### src/rtl/timer_pkg.sv
// Shared types and constants for the countdown timer and its front-panel controller.
package timer_pkg;

    typedef enum logic [2:0] {
        IDLE  = 3'd0,
        SET   = 3'd1,
        RUN   = 3'd2,
        PAUSE = 3'd3,
        DONE  = 3'd4,
        CLR   = 3'd5
    } ctrl_state_t;

    localparam int ADD_STEP = 30;
    localparam int COUNT_W  = 12;

endpackage

### src/rtl/btn_edge.sv
// Rising-edge detector for one synchronized button level; a held button yields one rise.
module btn_edge (
    input  logic clk,
    input  logic nrst,
    input  logic level,
    output logic rise
);

    logic prev;

    always_ff @(posedge clk or negedge nrst) begin
        if (!nrst) begin
            prev <= 1'b0;
        end else begin
            prev <= level;
        end
    end

    assign rise = level & ~prev;

endmodule

### src/rtl/timer_ctrl.sv
// Front-panel sequencer: button edges, per-second tick prescaler and SET/RUN/PAUSE/DONE mode FSM.
module timer_ctrl
    import timer_pkg::*;
#(
    parameter  int TICK_DIV = 10_000_000,
    localparam int PRE_W    = $clog2(TICK_DIV)
) (
    input  logic       clk,
    input  logic       nrst,
    input  logic       start_btn,
    input  logic       add_btn,
    input  logic       clear_btn,
    input  logic       time_up,
    output logic       enable_dec,
    output logic       enable_in,
    output logic       clk_div,
    output logic       lap,
    output logic       clear,
    output logic       alarm,
    output logic [2:0] mode
);

    logic start_rise;
    logic add_rise;
    logic clear_rise;

    btn_edge u_start_edge (.clk(clk), .nrst(nrst), .level(start_btn), .rise(start_rise));
    btn_edge u_add_edge   (.clk(clk), .nrst(nrst), .level(add_btn),   .rise(add_rise));
    btn_edge u_clear_edge (.clk(clk), .nrst(nrst), .level(clear_btn), .rise(clear_rise));

    // Priority clear > start > add; losers in the same cycle are discarded.
    logic clr_ev;
    logic start_ev;
    logic add_ev;

    assign clr_ev   = clear_rise;
    assign start_ev = start_rise & ~clear_rise;
    assign add_ev   = add_rise & ~start_rise & ~clear_rise;

    ctrl_state_t      state;
    ctrl_state_t      next_state;
    logic [PRE_W-1:0] pre;
    logic             tick_now;

    assign tick_now = (state == RUN) && (pre == PRE_W'(TICK_DIV - 1));

    always_comb begin
        next_state = state;
        case (state)
            IDLE: begin
                if (clr_ev)      next_state = CLR;
                else if (add_ev) next_state = SET;
            end
            SET: begin
                if (clr_ev)        next_state = CLR;
                else if (start_ev) next_state = RUN;
            end
            RUN: begin
                if (clr_ev)        next_state = CLR;
                else if (time_up)  next_state = DONE;
                else if (start_ev) next_state = PAUSE;
            end
            PAUSE: begin
                if (clr_ev)        next_state = CLR;
                else if (start_ev) next_state = RUN;
                else if (add_ev)   next_state = SET;
            end
            DONE: begin
                if (clr_ev || start_ev) next_state = CLR;
            end
            CLR:     next_state = IDLE;
            default: next_state = IDLE;
        endcase
    end

    // The prescaler only advances while RUN continues, so the cycle that leaves RUN
    // does not count toward the partial second kept across a pause.
    always_ff @(posedge clk or negedge nrst) begin
        if (!nrst) begin
            state   <= IDLE;
            pre     <= '0;
            lap     <= 1'b0;
            clear   <= 1'b0;
            clk_div <= 1'b0;
        end else begin
            state   <= next_state;
            lap     <= add_ev && (next_state == SET);
            clear   <= (next_state == CLR);
            clk_div <= tick_now && (next_state == RUN);
            if (state == CLR || (state == SET && next_state == RUN)) begin
                pre <= '0;
            end else if (state == RUN && next_state == RUN) begin
                pre <= tick_now ? '0 : pre + 1'b1;
            end
        end
    end

    assign enable_dec = (state == RUN);
    assign enable_in  = (state == SET);
    assign alarm      = (state == DONE);
    assign mode       = state;

endmodule

### config.mk
export PLATFORM = sky130hd
export DESIGN_NAME = timer_ctrl
export DESIGN_NICKNAME = d
export VERILOG_FILES = /design/src/rtl/timer_pkg.sv /design/src/rtl/btn_edge.sv /design/src/rtl/timer_ctrl.sv
export SDC_FILE = /design/constraint.sdc
export NUM_CORES = 1
export LEC_CHECK = 0
export CAP_MARGIN = 20
export CORE_MARGIN = 4
export CORE_UTILIZATION = 45
export DETAILED_ROUTE_END_ITERATION = 16
export GPL_TIMING_DRIVEN = 0
export HOLD_SLACK_MARGIN = 0.1
export PLACE_DENSITY_LB_ADDON = 0.15
export SLEW_MARGIN = 20
export SYNTH_ARGS = -nofsm -noshare
export SYNTH_HDL_FRONTEND = slang
export SYNTH_HIERARCHICAL = 1
export SYNTH_SLANG_ARGS = --single-unit
export TNS_END_PERCENT = 30
### constraint.sdc
create_clock -name clk -period 4.6 [get_ports clk]
set_input_delay 0.69 -clock clk [delete_from_list [all_inputs] [get_ports clk]]
set_output_delay 0.69 -clock clk [all_outputs]
set_load 0.005 [all_outputs]
; ---- Yosys cells after proc, flatten, opt, wreduce, memory -nomap -nowiden
; Cells that the tools add are included.
; Widths: inputs -> output; s select.
[classes]
addsub = 1
n_mul = 0
div = 0
n_lt_le_gt_ge = 0
n_eq_ne = 9
shift = 0
n_mux = 14
bitwise = 11
n_reduce_logical = 9
[ops]
columns = cell, count
row1 = $mux 24, 3
row2 = $mux 3, 10
row3 = $add 24x1->24 const B, 1
row4 = $eq 24x24->1 const B, 1
row5 = $pmux 3 s5, 1
row6 = $eq 3x2->1 const B, 3
row7 = $eq 3x3->1 const B, 3
row8 = $and 1x1->1, 6
row9 = $eq 3x1->1 const B, 2
row10 = $logic_and 1x1->1, 5
row11 = $not 1->1, 5
row12 = $logic_not 3->1, 1
row13 = $logic_or 1x1->1, 2
row14 = $reduce_bool 2->1, 1
[totals]
ff_bits = 33
latchBits = 0
mem_bits_rw = 0
mem_bits_ro = 0
elab_cells = 52
mem_count = 0

; ---- Longest topological paths before layout
[logic_depth]
depth_word = 13
depth_mapped = 8
mapped_depth_nobuf = 7

; ---- By module
; Netlist, hierarchy kept.
[modules_own_cells]
columns = mod, instances, cells_each, area_per_inst_um2
row1 = timer_ctrl, 1, 199, 1803.0
row2 = btn_edge, 3, 2, 38.8

; ---- Worst setup path after synthesis
; No wires, ideal clock.
[synth_timing]
kind = input to register
from = in start_btn
to = reg pre[7]
arrival_time_ns = 2.059
path_slack_ns = 2.463
cell_stages = 8
n_path_buf = 1
path_cell_list = nor2b_4 -> nand2b_1 -> o221ai_1 -> a211oi_2 -> o21ai_1 -> buf_2 -> or3_1 -> a21oi_1
[synth_via]
elab_chain_cells = 12
elab_cells_between_ends = 23
cone_classes = eq/ne: 1 / mux: 12 / bitwise: 5 / reduce/logical: 5
[synth_lines]
columns = item, line
row1 = start: declaration, timer_ctrl.sv:10  ; input logic start_btn,
row2 = $and 1x1->1 (*), btn_edge.sv:19  ; assign rise = level & ~prev;
row3 = $not 1->1, timer_ctrl.sv:38  ; assign add_ev = add_rise & ~start_rise & ~clear_rise;
row4 = $and 1x1->1 (2 in a row), timer_ctrl.sv:38
row5 = $mux 3, "timer_ctrl.sv:52, timer_ctrl.sv:66"
row6 = $mux 3, timer_ctrl.sv:65  ; else if (start_ev) next_state = RUN;
row7 = $mux 3, timer_ctrl.sv:64  ; if (clr_ev) next_state = CLR;
row8 = $pmux 3 s5 (*), timer_ctrl.sv:49  ; case (state)
row9 = $eq 3x2->1 (*), "timer_ctrl.sv:90, timer_ctrl.sv:92"
row10 = $logic_and 1x1->1, timer_ctrl.sv:90  ; if (state == CLR || (state == SET && next_state == RUN)) begin
row11 = $logic_or 1x1->1, timer_ctrl.sv:90
row12 = $mux 24 / $reduce_bool 2->1 (equally long branches), -
row13 = end signal: assignment, timer_ctrl.sv:93  ; pre <= tick_now ? '0 : pre + 1'b1;
row14 = end: declaration, timer_ctrl.sv:42  ; logic [PRE_W-1:0] pre;
; Every way passes the cells marked *; elsewhere a longest branch is shown, timed or not.
; A chain may end at the register's enable or synchronous reset.

; ---- Worst setup path after layout
[layout_timing]
from = in start_btn
to = reg pre[22]
[layout_via]
elab_chain_cells = 12
elab_cells_between_ends = 23
cone_classes = eq/ne: 1 / mux: 12 / bitwise: 5 / reduce/logical: 5
[layout_lines]
columns = item, line
row1 = $and 1x1->1 (*), btn_edge.sv:19
row2 = named net start_rise, timer_ctrl.sv:23  ; logic start_rise;
row3 = $not 1->1, timer_ctrl.sv:38
row4 = $and 1x1->1 (2 in a row), timer_ctrl.sv:38
row5 = $mux 3, "timer_ctrl.sv:52, timer_ctrl.sv:66"
row6 = $mux 3, timer_ctrl.sv:65
row7 = $mux 3, timer_ctrl.sv:64
row8 = $pmux 3 s5 (*), timer_ctrl.sv:49
row9 = $eq 3x2->1 (*), "timer_ctrl.sv:90, timer_ctrl.sv:92"
row10 = $logic_and 1x1->1, timer_ctrl.sv:90
row11 = $logic_or 1x1->1, timer_ctrl.sv:90
row12 = $mux 24 / $reduce_bool 2->1 (equally long branches), -
; The timed path passes the listed nets; every way through them passes the cells marked *.

==> key figures <==
Synth
  • Yosys reg bits: 33
  • Ys flop type: dfrtp_1
  • Syn_nets: 212
  • Register area share after synthesis: 0.430
  • Synth Area in Compound Gates: 0.196
  • Yosys top cell by area: dfrtp_1
  • Yosys warns: 6
  • Main combinational cell family by area after synthesis: simple AND/OR/NAND/NOR gates
  • Syn Inst Count: around 210
  • Synth cell types: 48
  • Most frequent cell after synthesis: dfrtp_1
  • Post-Syn Area: approximately 1900 um^2
  • Syn_area_per_cell: between 9 and 10 um^2
  • Area contributors post-synth: dfrtp_1, nor2_1, o21ai_0
  • Post-synthesis mux area share: 0
  • Post-synth top area share: 0.430
  • Simple-gate area share of the yosys netlist: 0.299
  • Area share of xor/xnor cells in the synthesized design: 0.0365
  • Synth top cells by count: dfrtp_1, nor2_1, nand2_1, o21ai_0
  • Synth Area in Adders: 0.00652
  • Post-synth ARST share: 1.00
  • Number of synthesized flops with an enable pin: 0

Cells and area
  • N_diodes: 0
  • Area Overhead vs Synth: 15.9%
  • Layout cells sized above 1: 0.114
  • Finished Layout Cells: 278
  • Nets@finish: between 200 and 250

STA
  • Final min period: around 2.7 ns
  • Clock Skews: 0.00769 ns
  • Final Hold Viols: 0
  • Tcrit/Tclk final: 0.588
  • Worst setup margin: between 1.5 and 2 ns
  • RSZ-0062 raised after global routing: no
  • Slew headroom: 0.560
  • Max-slew violation count: 0
  • Hold WS: around 0.34 ns
  • Final setup vio count: 0
  • Worst-Margin Slew: 0.655 ns
  • Fin Setup TNS: 0 ns
  • Fmax: around 370 MHz

GRT
  • Largest net degree at the start of global routing: 19
  • First-pass GRT wire length: 8.08 mm
  • All-Layer GR Usage: 0.196
  • Vias in the first global route: around 1600
  • Initial antenna violation count: 0
  • GRT overflow: 0

Routing
  • DRC Markers: 0
  • Vias per cell: between 6 and 7
  • Final ANT Viol Nets: 0
  • Starting DRC count in detailed routing: 136
  • Initial DRT Pass Iterations: 4
  • Detailed-route wire length: approximately 4.7 mm
  • Total number of vias: 1700
  • Drt wl/cell: between 15 and 20 um

Floorplan
  • Die Width: about 73 um
  • Die height: approximately 73 um
  • Ports: 15
  • Total core area: a little over 4000 um^2
  • Total die area: ~5400 um^2
  • Initial Util: 0.473
  • Rows: 23

Clock network
  • Postcts setup bufs: 0
  • Worst-Skew Late Latency: around 0.28 ns
  • Clk sinks: 33
  • Num CTS Buffers: 5
  • CTS tree: done
  • Deepest clock path buffer count: 2
  • Hold Buf Count CTS: 0
  • Worst-path clk slew: 0.07 ns
  • Root buf cell: clkbuf_8
  • CTS H-Tree Depth: 2
  • CTS resizes: 0

Worst setup path
  • Endpoint class of the critical path: flip-flop
  • WP data required: approximately 4.8 ns
  • Kind of critical path: input port to flip-flop
  • Maximum fanout along the worst path: 9
  • Arr. time, crit path: approximately 2.9 ns
  • Startpoint Class: input port

Placed design
  • IO buf count: 14
  • Routability cong.: between 0.8 and 0.9
  • Dpl ws: about 1.6 ns
  • Post-DP HPWL: roughly 3.5 mm
  • Cell count after placement: between 200 and 300

Worst hold path
  • Hold WC Path Type: input port to async pin

Power and ir drop
  • Worst IR Drop VDD: about 0.15 mV
  • PwrDens: about 420 nW/um^2
  • Lkg Pwr: between 0.9 and 1 nW
  • Total chip power: around 0.93 mW

Outcome
  • Status: completed

Job
  • Maxcap violations: 0
==> area by class of cell <==
class	count	area (um^2)
buffer	9	46.3
clock buffer	8	80.1
fill	356	1830
inverter	4	15.0
multi-input combinational	159	1030
sequential	33	826
tap	50	62.6
timing repair buffer	15	163
==> power breakdown <==
| group | internal, mW | total, mW | switching (mW) |
|---|---|---|---|
| clock network | 0.107 | 0.207 | 0.0996 |
| logic | 0.135 | 0.387 | 0.252 |
| registers | 0.311 | 0.335 | 0.0234 |
| total | 0.554 | 0.929 | 0.375 |
==> routing by layer <==
metal  track usage  vias up  wire [um]
li1              -      808          -
met1         0.257      818       2140
met2         0.310       61       2260
met3        0.0451       13        264
met4        0.0845        0         87
met5             0        -          0
==> state kept, by name (all words and copies together), names as in the netlist <==
signal,count
u_clear_edge/prev,1
u_start_edge/prev,1
lap,1
u_add_edge/prev,1
clk_div,1
mode,3
clear,1
pre,24
==> kinds of logic after synthesis <==
kind of cell | count (synthesis)
simple gates | 97
xor+xnor | 8
fa+ha+maj | 1
compound gates | 53
buf+inv | 13
flops | 33
==> cells in the final DEF (no fill, tap or decap), types with 3 or more instances in the layout <==
cell,n
nand3_1,8
a21o_1,7
nor2_1,19
nand2_1,15
a21oi_1,4
o2111ai_1,5
nor3_1,8
nor3b_1,7
nor2b_4,3
clkbuf_8,5
nor4_1,3
clkbuf_1,4
inv_1,4
o21ai_0,14
clkdlybuf4s50_1,13
or3_1,3
o211ai_1,4
nand4_1,3
o21ai_1,3
dfrtp_1,33
xor2_1,8
and3_1,5
buf_2,8
nor2b_1,3
nor4b_1,4
nand2b_1,4
==> metrics by stage <==
step	util	cell area [um^2]
after global placement	0.523	2120
after CTS	0.548	2220
after floorplan	-	1920
after global routing	0.548	2220
final	0.548	2220
after detailed placement	0.529	2140
==> final timing paths <==
kind / cells after the start / startpoint / endpoint / slack, ns
hold / removal: 1 / nrst / mode[2] / 0.34
hold reg to reg: 1 / pre[20] / pre[20] / 0.54
setup reg to reg: 7 / pre[0] / pre[22] / 2.23
max in group asynchronous: 2 / nrst / pre[10] / 3.83
min in group clk: 1 / pre[20] / pre[20] / 0.54
setup / recovery: 8 / start_btn / pre[22] / 1.89
==> worst max-delay path, stage by stage <==
cell and delay [ns]:
clkdlybuf4s50_1 0.48, nor2b_4 0.17, nand2b_1 0.11, o221ai_1 0.20, a211oi_2 0.33, nand3_1 0.37
or3_1 0.46, o211ai_1 0.09
Power figures use the tool's default switching activity.
